--- src/rtl/manchester_deserializer.sv ---
// Manchester receive path: finds frames by the "1,1" start-delimiter violation,
// decodes 16 data chips into one byte, and offers it on an AXI4-Stream master
// through a one-entry holding register. Line-code errors and dropped bytes are
// flagged rather than corrected.
module manchester_deserializer #(
    parameter int ERR_CNT_W = 8
) (
    input  logic                 aclk,
    input  logic                 aresetn,
    input  logic                 serial_in,
    output logic [7:0]           m_axis_tdata,
    output logic                 m_axis_tvalid,
    input  logic                 m_axis_tready,
    output logic                 code_error,
    output logic                 overflow,
    output logic [ERR_CNT_W-1:0] err_count
);

    typedef enum logic [1:0] {
        IDLE  = 2'd0,
        START = 2'd1,
        DATA  = 2'd2
    } state_t;

    state_t               r_state;
    logic [3:0]           r_chipCnt;
    logic                 r_firstChip;
    logic [7:0]           r_shift;
    logic [7:0]           r_tdata;
    logic                 r_tvalid;
    logic                 r_codeError;
    logic                 r_overflow;
    logic [ERR_CNT_W-1:0] r_errCount;

    logic                 w_pairValid;
    logic                 w_violation;
    logic                 w_wordDone;
    logic                 w_handshake;
    logic [7:0]           w_byte;

    // A legal data pair always has two different chips; the decoded bit is the first chip.
    assign w_pairValid = r_firstChip ^ serial_in;

    // Violations are an isolated start chip, or an equal-chip pair closing in DATA.
    assign w_violation = ((r_state == START) && !serial_in) ||
                         ((r_state == DATA) && r_chipCnt[0] && !w_pairValid);

    // The byte completes on the edge that samples data chip 15 with a legal pair.
    assign w_wordDone  = (r_state == DATA) && (r_chipCnt == 4'd15) && w_pairValid;
    assign w_byte      = {r_shift[6:0], r_firstChip};
    assign w_handshake = r_tvalid && m_axis_tready;

    assign m_axis_tdata  = r_tdata;
    assign m_axis_tvalid = r_tvalid;
    assign code_error    = r_codeError;
    assign overflow      = r_overflow;
    assign err_count     = r_errCount;

    // Frame FSM: delimiter detection, chip pairing and MSB-first bit shifting.
    always_ff @(posedge aclk or negedge aresetn) begin
        if (!aresetn) begin
            r_state     <= IDLE;
            r_chipCnt   <= 4'd0;
            r_firstChip <= 1'b0;
            r_shift     <= 8'h00;
        end else begin
            case (r_state)
                IDLE: begin
                    if (serial_in) begin
                        r_state <= START;
                    end
                end
                START: begin
                    r_chipCnt <= 4'd0;
                    if (serial_in) begin
                        r_state <= DATA;
                    end else begin
                        r_state <= IDLE;
                    end
                end
                DATA: begin
                    if (!r_chipCnt[0]) begin
                        r_firstChip <= serial_in;
                        r_chipCnt   <= r_chipCnt + 4'd1;
                    end else if (!w_pairValid) begin
                        r_state   <= IDLE;
                        r_chipCnt <= 4'd0;
                    end else begin
                        r_shift <= w_byte;
                        if (r_chipCnt == 4'd15) begin
                            r_state   <= IDLE;
                            r_chipCnt <= 4'd0;
                        end else begin
                            r_chipCnt <= r_chipCnt + 4'd1;
                        end
                    end
                end
                default: begin
                    r_state   <= IDLE;
                    r_chipCnt <= 4'd0;
                end
            endcase
        end
    end

    // Holding register, error pulse, saturating error counter and sticky overflow.
    always_ff @(posedge aclk or negedge aresetn) begin
        if (!aresetn) begin
            r_tdata     <= 8'h00;
            r_tvalid    <= 1'b0;
            r_codeError <= 1'b0;
            r_overflow  <= 1'b0;
            r_errCount  <= '0;
        end else begin
            r_codeError <= w_violation;
            if (w_violation && !(&r_errCount)) begin
                r_errCount <= r_errCount + {{(ERR_CNT_W-1){1'b0}}, 1'b1};
            end
            if (w_wordDone) begin
                if (!r_tvalid || w_handshake) begin
                    r_tdata  <= w_byte;
                    r_tvalid <= 1'b1;
                end else begin
                    r_overflow <= 1'b1;
                end
            end else if (w_handshake) begin
                r_tvalid <= 1'b0;
            end
        end
    end

endmodule

--- config.mk ---
export PLATFORM = sky130hd
export DESIGN_NAME = manchester_deserializer
export DESIGN_NICKNAME = d
export VERILOG_FILES = /design/src/rtl/manchester_deserializer.sv
export SDC_FILE = /design/constraint.sdc
export NUM_CORES = 1
export LEC_CHECK = 0
export CELL_PAD_IN_SITES_DETAIL_PLACEMENT = 0
export CELL_PAD_IN_SITES_GLOBAL_PLACEMENT = 1
export CORE_UTILIZATION = 35
export DETAILED_ROUTE_END_ITERATION = 6
export HOLD_SLACK_MARGIN = 0.03
export PLACE_DENSITY = 0.72
export SKIP_LAST_GASP = 1
export SLEW_MARGIN = 20
export SYNTH_ARGS = -nofsm -noshare
export SYNTH_HDL_FRONTEND = slang
export SYNTH_SLANG_ARGS = --single-unit
--- constraint.sdc ---
create_clock -name aclk -period 2.5 [get_ports aclk]
set_input_delay 0.625 -clock aclk [delete_from_list [all_inputs] [get_ports aclk]]
set_output_delay 0.625 -clock aclk [all_outputs]
set_load 0.01 [all_outputs]
==> out/qor.txt <==
Sequential area share after synthesis - 55.2%
Distinct cell type count after synthesis - 33
Via/cell ratio - 5.21
Pwr/cell area - 905 nW/um^2
Worst Reg-to-Reg Cells - 4
DR WL met3 - 126 um
Layout cells sized above 1 - 26.1%
Worst slack at placement - 0.132 ns
Post-CTS Resized - 0
Final RePlAce weighted congestion - 0.770
Arrival time at the worst endpoint - 2.24 ns
Critical path startpoint category - primary input
Peak supply drop - 0.000353 V
Worst reg2reg path endpoint - err_count[7]
Sequential share of power - 46.4%
Number of synthesized flops with an enable pin - 0
Core Area - 4060 sq um
Clock slew at reported path FFs - 0.07 ns
Post-layout nets - 158
Ports - 23
Yosys reg bits - 33
Shortest period the worst path allows - 2.07 ns
Async S/R FF share, synth - 100%
Synth top area share - 55.2%
Met1 wire length - 1.39 mm
Vias in the first global route - 1052
HP Class - reg2reg
RSZ-0062 raised after global routing - false
# diodes - 0
Clk_lat worst skew - 0.28 ns
Max Clock Freq - 484 MHz
Chip width - 67.4 um
CP Class - in2reg
DIE AREA - 4540 sq um
Clk sink count - 33
WL per Instance - 14.4 um
DRC - 0
Hpwl dp - 2.01 mm
Worst Path Required - 2.67 ns
Mapped cell area - 1500 sq um
Largest net degree at the start of global routing - 34
Postcts setup bufs - 0
Hold worst-path end - overflow
# H-tree levels - 2
Main synth FF type - dfrtp_1
Syn Area/Cell - 12.5 sq um
Cells after synthesis - 120
Met2 WL - 1.33 mm
Sw Share - 34.4%
YS warnings - 0
Clock Skew - 0.00520 ns
Detailed-route via count - 1058
Max Slew Vio Count - 0
Final period utilization - 82.7%
Worst setup EP type - flip-flop
Hold_buf cts - 0
Crit path max fanout - 8
GRT Resource Usage Total - 15.5%
TNS Setup - 0 ns
Cts bufs inserted - 5
Net Count, Synth - 126
PnR worst setup slack - 0.432 ns
Drt pass-1 iters - 4
Worst hold path depth - 1
Drt first-iter violations - 73
Gr ovfl total - 0
Max layer used - met4
Pleak - 0.823 nW
Antenna-violating nets left - 0
Switching power - 588 uW
WL final - 2.92 mm
Synth area leader - dfrtp_1
Slew HR - 67.9%
Worst-Margin Slew - 0.480 ns
Clock Power Share - 23.0%
CP Cell Sequence - clkdlybuf4s50_1 -> xnor2_1 -> nor4_4 -> buf_4 -> mux2_2
Num rows - 23
CP max stage delay - 0.63 ns
CTS root buf - clkbuf_8
Max-cap violation count - 0
Final hold vios - 0
Layout area overhead - 26.4%
Initial Util - 36.9%
CTS tree - yes
First-pass GRT wire length - 4.97 mm
Reg-to-reg critical path startpoint - r_state[1]
CTS max path bufs - 2
Die H - 67.4 um
Top cells by area, synth - dfrtp_1, mux2_2, nand3_1
Hold Path Origin - overflow
Slowest stage cell on the critical path - clkdlybuf4s50_1
Pint - 1.12 mW
Status - complete, no violations
# setup viols final - 0
R2r setup slk - 0.71 ns
Combinational Power Share - 30.7%
Initial antenna violation count - 0
PortBufs - 22
worst max-delay path: cells and delay by family:
kind | cells | cell delay [ns]
buffers and inverters | 2 | 0.84
and+or+nand+nor | 1 | 0.23
xor gates and xnor gates | 1 | 0.21
muxes | 1 | 0.35
synthesized netlist by cell type (2+ instances only):
library cell / count
o21ai_0: 5
a31o_2: 2
ha_1: 2
nor3_1: 5
nand2_1: 7
nor4_1: 2
nand3_1: 6
xnor2_1: 2
nor2_1: 7
mux2_2: 19
dfrtp_1: 33
xor2_1: 3
nor2b_1: 2
and3_1: 2
a22o_1: 2
nand2b_1: 2
inv_1: 2
a31oi_1: 2
per-stage QoR:
step	hold WS, ns	cell area [sq um]	utilization (%)	cells	power (mW)
3_3_place_gp	0.456	1810	44.5	195	1.31
5_1_grt	0.531	1890	46.6	203	1.83
6_report	0.501	1890	46.6	203	1.71
3_5_place_dp	0.476	1810	44.5	195	1.33
4_1_cts	0.506	1890	46.6	203	1.74
2_1_floorplan	0.329	1500	-	120	1.11
power by group through the flow:
stage / registers, mW / clock network (mW) / logic, mW
2_1_floorplan: 0.790 / 0 / 0.320
3_3_place_gp: 0.794 / 0 / 0.519
3_5_place_dp: 0.801 / 0 / 0.529
4_1_cts: 0.790 / 0.415 / 0.532
5_1_grt: 0.816 / 0.430 / 0.580
6_report: 0.793 / 0.393 / 0.525
registers in the layout (all words and copies together), names as in the netlist:
signal	count
err_count	8
m_axis_tdata	8
m_axis_tvalid	1
code_error	1
r_chipCnt	4
overflow	1
r_shift	7
r_firstChip	1
r_state	2
layout by cell type, fill, tap and decap left out, types with 3 or more instances in the layout:
master	instances
mux2_2	19
clkbuf_8	5
nor3_1	5
dfrtp_1	33
o21ai_0	5
buf_4	4
nand2_1	7
nand3_1	6
nor2_1	7
clkdlybuf4s50_1	22
xor2_1	3
cell type report:
type / count / area, sq um
Multi-Input combinational cell: 84 / 659
Timing Repair Buffer: 26 / 250
Inverter: 2 / 7.51
Sequential cell: 33 / 826
Clock buffer: 5 / 68.8
Fill cell: 374 / 2170
Tap cell: 50 / 62.6
Clock inverter: 3 / 17.5
how the worst max path moves through the flow:
stage / slack, ns / endpoint / start
3_3_place_gp: 0.17 / err_count[7] / serial_in
5_1_grt: 0.31 / err_count[1] / serial_in
4_1_cts: 0.44 / m_axis_tdata[4] / serial_in
3_5_place_dp: 0.13 / m_axis_tdata[6] / serial_in
6_report: 0.43 / m_axis_tdata[4] / serial_in
2_1_floorplan: 0.78 / m_axis_tdata[0] / serial_in
kinds of logic (layout without fill, tap and decap cells):
logic type | count (synthesis) | in the layout | share of synthesized area [%]
AND/OR/NAND/NOR | 40 | 40 | 15.3
flip-flops | 33 | 33 | 55.2
multiplexers | 19 | 19 | 14.3
AO/OA/AOI/OAI | 18 | 18 | 9.87
XOR/XNOR | 5 | 5 | 2.93
buffers and inverters | 3 | 36 | 0.752
adder cells (fa/ha/maj) | 2 | 2 | 1.67
metal layers:
layer	vias to the layer above	track usage (%)
li1	500	-
met1	522	19.4
met2	31	23.1
met3	5	5.41
met4	0	8.51
met5	-	0
(Power assumes the default switching activity.)
